<file path="src/rtl/pmem_pkg.sv">
// Shared types and constants for the program-memory bootloader.
package pmem_pkg;

  localparam int PMEM_AW = 8;
  localparam int PMEM_DW = 12;

  typedef enum logic [2:0] {
    LDR_IDLE  = 3'd0,
    LDR_COUNT = 3'd1,
    LDR_HI    = 3'd2,
    LDR_LO    = 3'd3,
    LDR_CHK   = 3'd4,
    LDR_DONE  = 3'd5,
    LDR_ERR   = 3'd6
  } ldr_state_e;

  typedef enum logic [1:0] {
    ERR_NONE    = 2'd0,
    ERR_HI      = 2'd1,
    ERR_CHK     = 2'd2,
    ERR_TIMEOUT = 2'd3
  } ldr_err_e;

endpackage

</file>
<file path="src/rtl/ldr_timeout.sv">
// Inter-byte idle timer: counts enabled cycles since the last clear and
// flags the cycle in which the TIMEOUT_CYCLES-th idle cycle is reached.
module ldr_timeout #(
  parameter int TIMEOUT_CYCLES = 1024
) (
  input  logic clk,
  input  logic rst,
  input  logic clear,
  input  logic enable,
  output logic expire
);

  localparam int CW = $clog2(TIMEOUT_CYCLES + 1);
  localparam logic [CW-1:0] TERM = CW'(TIMEOUT_CYCLES - 1);

  logic [CW-1:0] cnt_q, cnt_d;

  always_comb begin
    cnt_d = cnt_q;
    if (clear) begin
      cnt_d = '0;
    end else if (enable && (cnt_q != TERM)) begin
      cnt_d = cnt_q + 1'b1;
    end
  end

  always_ff @(posedge clk) begin
    if (rst) begin
      cnt_q <= '0;
    end else begin
      cnt_q <= cnt_d;
    end
  end

  assign expire = enable && !clear && (cnt_q == TERM);

endmodule

</file>
<file path="src/rtl/pmem_loader.sv">
// Byte-stream bootloader: SYNC, COUNT, COUNT x (HI, LO), CHK frames are
// packed into 12-bit instructions and written to program memory.
//
// state     | meaning
// ----------+----------------------------------------------------------
// LDR_IDLE  | waiting for SYNC_BYTE, other bytes dropped
// LDR_COUNT | next byte is the instruction count (0 = 256)
// LDR_HI    | next byte carries instr[11:8] in its low nibble
// LDR_LO    | next byte carries instr[7:0]; write issued next cycle
// LDR_CHK   | next byte is the 8-bit wrap sum of COUNT and all HI/LO
// LDR_DONE  | one-cycle success pulse, input stalled
// LDR_ERR   | one-cycle abort pulse with Err_Code, input stalled
module pmem_loader
  import pmem_pkg::*;
#(
  parameter logic [7:0]         SYNC_BYTE      = 8'hA5,
  parameter logic [PMEM_AW-1:0] BASE_ADDR      = 8'h00,
  parameter int                 TIMEOUT_CYCLES = 1024
) (
  input  logic               clk,
  input  logic               rst,
  input  logic               In_Valid,
  input  logic [7:0]         In_Data,
  output logic               In_Ready,
  output logic               Load_En,
  output logic [PMEM_AW-1:0] Load_Addr,
  output logic [PMEM_DW-1:0] Load_Instr,
  output logic               CPU_Hold,
  output logic               Done,
  output logic               Error,
  output logic [1:0]         Err_Code
);

  ldr_state_e         state_q, state_d;
  logic [8:0]         cnt_q, cnt_d;
  logic [7:0]         sum_q, sum_d;
  logic [3:0]         nib_q, nib_d;
  logic [PMEM_AW-1:0] addr_q, addr_d;
  logic [PMEM_DW-1:0] instr_q, instr_d;
  logic               load_en_q, load_en_d;
  logic [1:0]         err_code_q, err_code_d;

  logic in_ready;
  logic in_frame;
  logic xfer;
  logic tmo_expire;

  assign xfer = In_Valid && in_ready;

  ldr_timeout #(
    .TIMEOUT_CYCLES(TIMEOUT_CYCLES)
  ) u_timeout (
    .clk   (clk),
    .rst   (rst),
    .clear (!in_frame || xfer),
    .enable(in_frame && !xfer),
    .expire(tmo_expire)
  );

  always_ff @(posedge clk) begin
    if (rst) begin
      state_q    <= LDR_IDLE;
      cnt_q      <= '0;
      sum_q      <= '0;
      nib_q      <= '0;
      addr_q     <= BASE_ADDR;
      instr_q    <= '0;
      load_en_q  <= 1'b0;
      err_code_q <= ERR_NONE;
    end else begin
      state_q    <= state_d;
      cnt_q      <= cnt_d;
      sum_q      <= sum_d;
      nib_q      <= nib_d;
      addr_q     <= addr_d;
      instr_q    <= instr_d;
      load_en_q  <= load_en_d;
      err_code_q <= err_code_d;
    end
  end

  always_comb begin
    state_d    = state_q;
    cnt_d      = cnt_q;
    sum_d      = sum_q;
    nib_d      = nib_q;
    instr_d    = instr_q;
    load_en_d  = 1'b0;
    err_code_d = err_code_q;
    // Address advances in the cycle after each write strobe.
    addr_d     = load_en_q ? addr_q + 1'b1 : addr_q;

    case (state_q)
      LDR_IDLE: begin
        if (xfer && (In_Data == SYNC_BYTE)) state_d = LDR_COUNT;
      end
      LDR_COUNT: begin
        if (xfer) begin
          cnt_d   = (In_Data == 8'd0) ? 9'd256 : {1'b0, In_Data};
          sum_d   = In_Data;
          addr_d  = BASE_ADDR;
          state_d = LDR_HI;
        end
      end
      LDR_HI: begin
        if (xfer) begin
          if (In_Data[7:4] != 4'd0) begin
            err_code_d = ERR_HI;
            state_d    = LDR_ERR;
          end else begin
            nib_d   = In_Data[3:0];
            sum_d   = sum_q + In_Data;
            state_d = LDR_LO;
          end
        end
      end
      LDR_LO: begin
        if (xfer) begin
          sum_d     = sum_q + In_Data;
          instr_d   = {nib_q, In_Data};
          load_en_d = 1'b1;
          cnt_d     = cnt_q - 1'b1;
          state_d   = (cnt_q == 9'd1) ? LDR_CHK : LDR_HI;
        end
      end
      LDR_CHK: begin
        if (xfer) begin
          if (In_Data == sum_q) begin
            state_d = LDR_DONE;
          end else begin
            err_code_d = ERR_CHK;
            state_d    = LDR_ERR;
          end
        end
      end
      LDR_DONE: state_d = LDR_IDLE;
      LDR_ERR:  state_d = LDR_IDLE;
      default:  state_d = LDR_IDLE;
    endcase

    if (in_frame && !xfer && tmo_expire) begin
      err_code_d = ERR_TIMEOUT;
      state_d    = LDR_ERR;
    end
  end

  always_comb begin
    in_ready = 1'b1;
    in_frame = 1'b0;
    Done     = 1'b0;
    Error    = 1'b0;
    case (state_q)
      LDR_COUNT, LDR_HI, LDR_LO, LDR_CHK: in_frame = 1'b1;
      LDR_DONE: begin
        in_ready = 1'b0;
        Done     = 1'b1;
      end
      LDR_ERR: begin
        in_ready = 1'b0;
        Error    = 1'b1;
      end
      default: ;
    endcase
  end

  assign In_Ready   = in_ready;
  assign CPU_Hold   = in_frame;
  assign Load_En    = load_en_q;
  assign Load_Addr  = addr_q;
  assign Load_Instr = instr_q;
  assign Err_Code   = err_code_q;

endmodule
</file>
<file path="config.mk">
export PLATFORM = sky130hd
export DESIGN_NAME = pmem_loader
export DESIGN_NICKNAME = d
export VERILOG_FILES = /design/src/rtl/pmem_pkg.sv /design/src/rtl/ldr_timeout.sv /design/src/rtl/pmem_loader.sv
export SDC_FILE = /design/constraint.sdc
export NUM_CORES = 1
export LEC_CHECK = 0
export ABC_AREA = 1
export CORE_UTILIZATION = 56
export CTS_CLUSTER_SIZE = 20
export DETAILED_ROUTE_END_ITERATION = 12
export PLACE_DENSITY = 0.8
export SKIP_LAST_GASP = 1
export SYNTH_ARGS = -nofsm -noshare
export SYNTH_HDL_FRONTEND = slang
export SYNTH_SLANG_ARGS = --single-unit
</file>
<file path="constraint.sdc">
create_clock -name clk -period 2.2 [get_ports clk]
set_input_delay 0.22 -clock clk [delete_from_list [all_inputs] [get_ports clk]]
set_output_delay 0.22 -clock clk [all_outputs]
set_load 0.005 [all_outputs]
</file>
==> flow_summary.json, run 1 <==
{
  "ctsHtreeMaxLevel": 3,
  "area_delta_synth_final_pct": 23.08,
  "drt-vias-per-instance": 5.404,
  "r2r_start": "state_q[1]$_SDFFE_PP0P_",
  "grt_pass1_vias": 3113,
  "place_inst": 600,
  "rows": 27,
  "ir_drop_v": 0.0004107,
  "syn_nets": 512,
  "synth_fa_ha_area_share_pct": 4.846,
  "synth_area_leader_cell": "dfxtp_1",
  "arrival_ps": 1840,
  "fin_crit_sh_pct": 93.57,
  "internal-power_uw": 2019,
  "cts_setup_buffers": 0,
  "crit_buf_inv": 3,
  "outcome": "complete, no violations",
  "clkLatencyLatePin_ps": 350,
  "hpwl_um": 6035,
  "final_antenna_net_count": 0,
  "switching_share_pct": 28.82,
  "crit_required_ps": 1980,
  "die_x_um": 78.22,
  "fin_util_pct": 72.27,
  "seq_area_um2": 1161,
  "pwr-share-seq_pct": 39.6,
  "syn_avg_cell_area_um2": 6.653,
  "p_comb_share_pct": 16.8,
  "drtIter0Drc": 222,
  "clk_pin_slew_worst_paths_ps": 70,
  "min_from": "Load_Instr[9]$_SDFFE_PP0P_",
  "synthCells": 489,
  "path_max_fanout": 7,
  "p_leak_uw": 0.001654,
  "synth_cell_types": 31,
  "synth_area_um2": 3253,
  "slew_headroom_pct": 71.59,
  "synth_top_area_share_pct": 35.69,
  "die_area_um2": 6118,
  "synth_edf_count": 0,
  "yosys_register_bits": 58,
  "drt_pass1_iterations": 5,
  "total_power_uw": 2836,
  "routed_wl_um": 8224,
  "gp_routability_congestion": 0.9346,
  "cp_top_family": "buffers and inverters",
  "muxShareOfSynthArea_pct": 0,
  "async_reset_ff_share_pct": 0,
  "critPathMaxStageDelay_ps": 520,
  "p_sw_uw": 817.5,
  "power_density_nw_per_um2": 708.4,
  "end_kind": "primary output",
  "netlist_top_cells_count": "nand2_1 (122), a21oi_1 (59), dfxtp_1 (58), inv_1 (58)",
  "yosysMostFrequentCell": "nand2_1",
  "fin_skew_ps": 8.527,
  "clock-sinks": 58,
  "stdcell_count": 616,
  "coreArea_um2": 5540,
  "maxCapViolCount": 0,
  "numCtsBuffers": 9,
  "setup_viol": 0,
  "rsz0062_at_grt": "no",
  "fin_nets": 562,
  "synth_xor_xnor_area_share_pct": 2.962,
  "crit_type": "register to primary output",
  "clock_power_share_pct": 43.6,
  "wl_per_cell_um": 13.35,
  "slew_violations": 0,
  "io_buffers": 37,
  "cpMostUsedCell": "inv_1",
  "final-hold-violation-count": 0,
  "synth_area_leaders": "dfxtp_1 (36%), nand2_1 (14%), a21oi_1 (9.1%), nand3_1 (6.9%), inv_1 (6.7%)",
  "place_area_um2": 3755,
  "drc": 0,
  "tightestPinTransition_ps": 425.1,
  "synth_compound_area_share_pct": 14.88,
  "yosys_most_used_dff": "dfxtp_1",
  "fill_cells": 472,
  "cts_root_buffer": "clkbuf_8",
  "ctsHoldBuffers": 0,
  "cts_tree": "done",
  "clk_path_buf_depth": 2,
  "setup_tns_ps": 0,
  "gr-usage-all-layers_pct": 29.60,
  "period_needed_ps": 2058,
  "crit_start": "state_q[0]$_SDFFE_PP0P_",
  "synth_top_family_by_area": "simple AND/OR/NAND/NOR gates",
  "initial_core_util_pct": 58.72,
  "grt_first_pass_wirelength_um": 14060,
  "cp_cell_sequence": "inv_1 -> nand3_1 -> nand2_1 -> inv_1 -> clkdlybuf4s50_1",
  "slowest_stage": "dfxtp_1",
  "synthSimpleGateAreaFrac_pct": 32.38,
  "ys_warn_count": 0,
  "hold_path.class": "register to register",
  "max_freq_mhz": 485.8,
  "antenna_found_initial": 0,
  "multi_input_area_um2": 1792,
  "worstSetupStartpointType": "register",
  "overflow": 0,
  "die_y_um": 78.22,
  "insertedDiodeCount": 0,
  "vias": 3329,
  "postLayoutCellArea_um2": 4004,
  "cts-resized-gates": 0,
  "ys_seq_area_share_pct": 35.69,
  "drive_above_1_share_pct": 8.272,
  "grt_max_degree": 16,
  "io_pins": 38
}
[cells in the final DEF (no fill, tap or decap), types with 2 or more instances in the layout]
master           Yosys  routed
clkdlybuf4s50_1      0      37
ha_1                11      11
xnor2_1              4       4
bufinv_16            0       3
o21ai_0             27      27
nor2_2               4       4
nor2_1              45      45
nand2_1            122     122
a31oi_1              4       4
clkbuf_8             0       9
a21oi_1             59      59
nor3_1               2       2
clkinv_4             0       3
buf_4                0      15
inv_1               58      58
inv_2                3       3
dfxtp_1             58      58
xor2_1               7       7
nand4_1             10      10
nand3_1             45      45
nand2_2              3       3
nor3b_1              3       3
[state kept, by name, indices dropped and copies added, names as in the netlist]
name,cells
state_q,3
Err_Code,2
nib_q,4
Load_Addr,8
sum_q,8
Load_Instr,12
u_timeout.cnt_q,11
Load_En,1
cnt_q,9
[worst min-delay path, cell delays in order (launching register included)]
cell	delay [ps]
dfxtp_1	320
nand2_1	60
a21oi_1	50
[path summary, 6_finish.rpt]
| check | to | slack [ps] | cells past startpoint |
|---|---|---|---|
| max | In_Ready | 140 | 5 |
| min | Load_Instr[9]$_SDFFE_PP0P_ | 470 | 2 |
| max reg2reg | cnt_q[2]$_SDFFE_PP0P_ | 220 | 7 |
| min reg2reg | Load_Instr[9]$_SDFFE_PP0P_ | 470 | 2 |
[routing by layer]
layer  GRT usage (%)  part of all wire, %
met1           38.77                   45
met2           46.67                   46
met3           6.279                  6.6
met4           13.33                  2.4
met5               0                    0
[power groups by stage]
| stage | sequential [uW] | clock (uW) | combinational, uW |
|---|---|---|---|
| finish | 1120 | 1240 | 477 |
| global route | 1130 | 1310 | 543 |
| floorplan | 1130 | 0 | 338 |
| detailed placement | 1140 | 0 | 467 |
| global placement | 1140 | 0 | 458 |
| CTS | 1120 | 1260 | 472 |
[layout make-up]
cell class	count	area share, %
clock inverter	7	3.125
multi-input combinational	357	44.75
inverter	61	5.719
timing repair buffer	52	12.06
tap	72	2.250
sequential	58	29.00
clock buffer	9	3.094
[logic make-up after synthesis]
| group | count (synthesis) |
|---|---|
| flip-flops | 58 |
| AND/OR/NAND/NOR | 240 |
| AO/OA/AOI/OAI | 94 |
| buffers and inverters | 74 |
| XOR/XNOR | 11 |
| adder cells (fa/ha/maj) | 12 |
[metrics by stage]
step	setup slack, ps	hold WS, ps
finish	141.5	465.8
global route	61.51	489.3
CTS	141.4	466.5
detailed placement	171.8	449.8
global placement	228.5	446.1
floorplan	669.1	347.7
(Power assumes the default switching activity.)
==> inputs of run 2 (changes only) <==
--- a/config.mk
+++ b/config.mk
@@ -9,7 +9,9 @@
 export CORE_UTILIZATION = 56
 export CTS_CLUSTER_SIZE = 20
 export DETAILED_ROUTE_END_ITERATION = 12
+export GPL_TIMING_DRIVEN = 0
 export PLACE_DENSITY = 0.8
+export REMOVE_ABC_BUFFERS = 1
 export SKIP_LAST_GASP = 1
 export SYNTH_ARGS = -nofsm -noshare
 export SYNTH_HDL_FRONTEND = slang
==> run 2 against run 1 <==
Net effect:
- sequential power about the same
- combinational power decreased by 2%
- die area did not move
- routed wire length decreased by 1.9%
- power is 6.6% lower
- sequential cell count stayed put
- maximum frequency is 4.4% lower
- register-to-register slack better by 20 ps
- critical path type unchanged
==> flow_summary.json, run 2 (synthesized netlist as in run 1, its figures left out) <==
{
  "outcome": "complete, no violations",
  "holdPathEnd": "Load_Instr[7]$_SDFFE_PP0P_",
  "fin_crit_sh_pct": 97.90,
  "fin_skew_ps": 5.762,
  "fin_util_pct": 69.81,
  "largest_reg_flops": 12,
  "initial_core_util_pct": 58.72,
  "hpwl_um": 5494,
  "grt_pass1_vias": 3022,
  "die_y_um": 78.22,
  "crit_type": "register to primary output",
  "gr-usage-all-layers_pct": 27.90,
  "p_leak_uw": 0.001574,
  "ctsHtreeMaxLevel": 3,
  "routed_wl_um": 8067,
  "rsz0062_at_grt": "yes",
  "final_antenna_net_count": 0,
  "area_delta_synth_final_pct": 18.88,
  "path_max_fanout": 7,
  "r2r_cells": 6,
  "whs_ps": 461.8,
  "final-hold-violation-count": 0,
  "tightestPinTransition_ps": 993.0,
  "slew_violations": 0,
  "final_common_cell": "nand2_1",
  "max_freq_mhz": 464.3,
  "grt_first_pass_wirelength_um": 13500,
  "period_needed_ps": 2154,
  "drtIter0Drc": 281,
  "r2r_start": "state_q[1]$_SDFFE_PP0P_",
  "worstSetupStartpointType": "register",
  "cts_root_buffer": "clkbuf_8",
  "hold_path.class": "register to register",
  "seq_area_um2": 1161,
  "power_density_nw_per_um2": 685.2,
  "overflow": 0,
  "io_pins": 38,
  "ir_drop_v": 0.0004498,
  "clk_pin_slew_worst_paths_ps": 70,
  "vias": 3314,
  "arrival_ps": 1930,
  "end_kind": "primary output",
  "clock-sinks": 58,
  "setup_tns_ps": 0,
  "die_x_um": 78.22,
  "die_area_um2": 6118,
  "grt_max_degree": 26,
  "drive_above_1_share_pct": 6.049,
  "setup_viol": 0,
  "final_cell_mix": "nand2_1 (121), a21oi_1 (59), dfxtp_1 (58), inv_1 (58)",
  "rows": 27,
  "clkLatencyLatePin_ps": 340,
  "fill_cells": 480,
  "cts_tree": "done",
  "numCtsBuffers": 9,
  "reg2reg_to": "cnt_q[3]$_SDFFE_PP0P_",
  "reg2reg_setup_slack_ps": 240,
  "slew_headroom_pct": 33.80,
  "antenna_found_initial": 0,
  "fin_nets": 548,
  "drt-vias-per-instance": 5.514,
  "drc": 0,
  "gp_routability_congestion": 0.9094,
  "hold-path-cell-count": 2,
  "crit_required_ps": 1980,
  "insertedDiodeCount": 0,
  "io_buffers": 37,
  "coreArea_um2": 5540,
  "drt_pass1_iterations": 5,
  "maxCapViolCount": 0,
  "wl_per_cell_um": 13.42,
  "min_from": "Load_Instr[7]$_SDFFE_PP0P_",
  "multi_input_area_um2": 1809,
  "clk_path_buf_depth": 2
}
## run 2: per-layer routing
metal / track usage (%) / up-vias / wire [um]
met3: 4.767 / 18 / 560
met5: 0 / - / 0
met4: 13.89 / 0 / 182
met2: 44.91 / 130 / 3751
li1: - / 1667 / -
met1: 35.99 / 1499 / 3572
## run 2: how the worst max path moves through the flow
stage,start,end,slack (ps),depth (start not counted)
floorplan,state_q[1]$_SDFFE_PP0P_,cnt_q[3]$_SDFFE_PP0P_,280,6
global placement,state_q[1]$_SDFFE_PP0P_,cnt_q[3]$_SDFFE_PP0P_,-450,6
detailed placement,rst,Load_Addr[6]$_SDFF_PP0_,-510,4
CTS,In_Valid,cnt_q[5]$_SDFFE_PP0P_,60,7
global route,state_q[0]$_SDFFE_PP0P_,In_Ready,-20,5
finish,state_q[0]$_SDFFE_PP0P_,In_Ready,50,5
## run 2: worst max-delay path, stage by stage (launching register included)
cell and delay [ps]:
dfxtp_1 510, inv_1 210, nand3_1 150, nand2_1 150
inv_1 80, clkdlybuf4s50_1 490
## run 2: layout make-up
| cell class | count | area share [%] |
|---|---|---|
| inverter | 61 | 5.920 |
| sequential | 58 | 30.02 |
| clock inverter | 6 | 2.135 |
| multi-input combinational | 358 | 46.78 |
| tap | 72 | 2.329 |
| timing repair buffer | 37 | 9.609 |
| clock buffer | 9 | 3.203 |
## run 2: report_power, final
| part | total, uW | internal (uW) | leakage, uW | switching, uW |
|---|---|---|---|---|
| clock | 1060 | 625 | 0.000105 | 436 |
| sequential | 1120 | 1090 | 0.000467 | 35.7 |
| combinational | 466 | 153 | 0.00100 | 313 |
## run 2: timing repair
action / 4_1_cts / 5_1_grt
resized for setup: 4 / 1
setup endpoints to repair: 25 / 13
pin swaps: 0 / 1
buffers inserted: 0 / 0
hold buffers: 0 / 0
cloned: 0 / 1
## run 2: per-stage QoR
stage                     std cells  total power, uW  cell area [um2]  setup slack (ps)
after floorplan                 476             1454             3182             280.2
after global placement          585             1578             3642            -452.1
after detailed placement        585             1589             3642            -509.5
after CTS                       600             2646             3859             61.94
after global routing            601             2774             3867            -22.26
final                           601             2650             3867             46.20
==> inputs of run 3 (changes only) <==
--- a/config.mk
+++ b/config.mk
@@ -9,7 +9,7 @@
 export CORE_UTILIZATION = 56
 export CTS_CLUSTER_SIZE = 20
 export DETAILED_ROUTE_END_ITERATION = 12
-export GPL_TIMING_DRIVEN = 0
+export GPL_TIMING_DRIVEN = 1
 export PLACE_DENSITY = 0.8
 export REMOVE_ABC_BUFFERS = 1
 export SKIP_LAST_GASP = 1
==> run 3 against run 2 <==
Net effect:
- cell area up 1.2%
- highest routed layer unchanged
- critical path type unchanged
- via count increased by 0.21%
- non-clock buffer count rose by 13
- core utilization is 0.81 points higher
==> flow_summary.json, run 3 (synthesized netlist as in run 1, its figures left out) <==
{
  "outcome": "complete, no violations",
  "gr-usage-all-layers_pct": 29.05,
  "drc": 0,
  "worstSetupStartpointType": "register",
  "cp_cell_sequence": "inv_1 -> nand3_1 -> nand2_1 -> inv_1 -> clkdlybuf4s50_1",
  "grt_max_degree": 25,
  "gp_routability_congestion": 0.9257,
  "internal-power_uw": 1724,
  "setup_tns_ps": 0,
  "ctsHtreeMaxLevel": 3,
  "total_power_uw": 2489,
  "insertedDiodeCount": 0,
  "routed_wl_um": 8341,
  "setup_viol": 0,
  "drt-vias-per-instance": 5.418,
  "rows": 27,
  "ctsHoldBuffers": 0,
  "drtIter0Drc": 252,
  "final-hold-violation-count": 0,
  "numCtsBuffers": 9,
  "reg2reg_to": "cnt_q[3]$_SDFFE_PP0P_",
  "ir_drop_v": 0.0004190,
  "cts_tree": "done",
  "initial_core_util_pct": 58.72,
  "whs_ps": 461.9,
  "maxCapViolCount": 0,
  "cts_setup_buffers": 0,
  "fin_crit_sh_pct": 94.69,
  "coreArea_um2": 5540,
  "cpMostUsedCell": "inv_1",
  "cts-resized-gates": 0,
  "seq_area_um2": 1162,
  "overflow": 0,
  "fin_nets": 560,
  "drive_above_1_share_pct": 7.579,
  "cp_top_family": "buffers and inverters",
  "multi_input_area_um2": 1792,
  "crit_start": "state_q[1]$_SDFFE_PP0P_",
  "p_leak_uw": 0.001606,
  "final_cell_mix": "nand2_1 (122), a21oi_1 (59), inv_1 (58), dfxtp_1 (57)",
  "switching_share_pct": 30.75,
  "arrival_ps": 1860,
  "p_sw_uw": 765.4,
  "vias": 3321,
  "fill_cells": 484,
  "clk_pin_slew_worst_paths_ps": 70,
  "die_area_um2": 6118,
  "final_antenna_net_count": 0,
  "io_pins": 38,
  "tightestPinTransition_ps": 567.4,
  "period_needed_ps": 2083,
  "max_freq_mhz": 480.0,
  "critPathMaxStageDelay_ps": 510,
  "die_x_um": 78.22,
  "crit_type": "register to primary output",
  "largest_reg_flops": 12,
  "r2r_start": "state_q[2]$_SDFFE_PP0P_",
  "clkLatencyLatePin_ps": 340,
  "die_y_um": 78.22,
  "grt_pass1_vias": 3011,
  "power_density_nw_per_um2": 636.2,
  "slowest_stage": "dfxtp_1",
  "final_common_cell": "nand2_1",
  "drt_pass1_iterations": 5,
  "clock-sinks": 58,
  "fin_skew_ps": 7.512,
  "p_comb_share_pct": 19.2,
  "io_buffers": 37,
  "slew_violations": 0,
  "hold_path.class": "register to register",
  "area_delta_synth_final_pct": 20.27,
  "clk_path_buf_depth": 2,
  "critPathCapture": "In_Ready",
  "antenna_found_initial": 0,
  "reg2reg_setup_slack_ps": 360,
  "rsz0062_at_grt": "no",
  "clock_power_share_pct": 35.6,
  "r2r_cells": 7,
  "crit_buf_inv": 3,
  "crit_required_ps": 1980,
  "cts_root_buffer": "clkbuf_8",
  "path_max_fanout": 7,
  "hpwl_um": 6127,
  "slew_headroom_pct": 62.08,
  "crit_cells": 5,
  "wl_per_cell_um": 13.61,
  "pwr-share-seq_pct": 45.2,
  "end_kind": "primary output",
  "grt_first_pass_wirelength_um": 13700
}
run 3: changes by cell type in the layout (fill, tap and decap cells not counted), sizes merged:
| cell | previous run | this run |
|---|---|---|
| buf | 0 | 13 |
| clkbuf | 9 | 13 |
| bufinv | 2 | 0 |
| clkdlybuf4s50 | 35 | 37 |
| clkinv | 3 | 1 |
| dlygate4sd2 | 1 | 0 |
| dlymetal6s2s | 1 | 0 |
| nor2 | 51 | 50 |
run 3: area by class of cell:
| cell class | instances | share of cell area (%) |
|---|---|---|
| timing repair buffer | 50 | 11.96 |
| tap | 72 | 2.303 |
| sequential | 58 | 29.71 |
| multi-input combinational | 357 | 45.79 |
| clock buffer | 13 | 4.061 |
| inverter | 61 | 5.852 |
| clock inverter | 2 | 0.3198 |
run 3: how the worst min path moves through the flow:
stage                                           from                               end  slack (ps)  cells past startpoint
floorplan                                        rst        Load_Instr[0]$_SDFFE_PP0P_         290                      1
global placement    u_timeout.cnt_q[10]$_SDFFE_PP0P_  u_timeout.cnt_q[10]$_SDFFE_PP0P_         450                      2
detailed placement  u_timeout.cnt_q[10]$_SDFFE_PP0P_  u_timeout.cnt_q[10]$_SDFFE_PP0P_         450                      2
CTS                       Load_Instr[9]$_SDFFE_PP0P_        Load_Instr[9]$_SDFFE_PP0P_         460                      2
global route              Load_Instr[7]$_SDFFE_PP0P_        Load_Instr[7]$_SDFFE_PP0P_         480                      2
finish                    Load_Instr[9]$_SDFFE_PP0P_        Load_Instr[9]$_SDFFE_PP0P_         460                      2
run 3: power groups by stage:
stage               sequential (uW)  combinational, uW  clock (uW)
floorplan                      1140                319           0
global placement               1140                459           0
detailed placement             1150                469           0
CTS                            1120                471         901
global route                   1130                532         949
finish                         1120                479         885
run 3: per-layer routing:
metal	up-vias	global-route usage (%)	part of all wire, %
li1	1690	-	-
met1	1499	37.70	45
met2	115	47.46	47
met3	17	5.698	6.2
met4	0	11.30	1.9
met5	-	0	0
run 3: worst register-to-register path: cells and delay by family (launching register included):
| kind | cells | cell delay [ps] |
|---|---|---|
| AO/OA/AOI/OAI | 3 | 380 |
| buffers and inverters | 1 | 120 |
| flip-flops | 1 | 480 |
| AND/OR/NAND/NOR | 3 | 750 |
run 3: per-stage QoR:
step | cell area [um2] | setup slack, ps | utilization, % | instances
finish | 3913 | 116.8 | 70.62 | 613
global route | 3913 | 63.74 | 70.62 | 613
CTS | 3911 | 102.3 | 70.60 | 613
detailed placement | 3740 | 109.4 | 67.50 | 598
global placement | 3740 | 139.2 | 67.50 | 598
floorplan | 3182 | 280.2 | - | 476
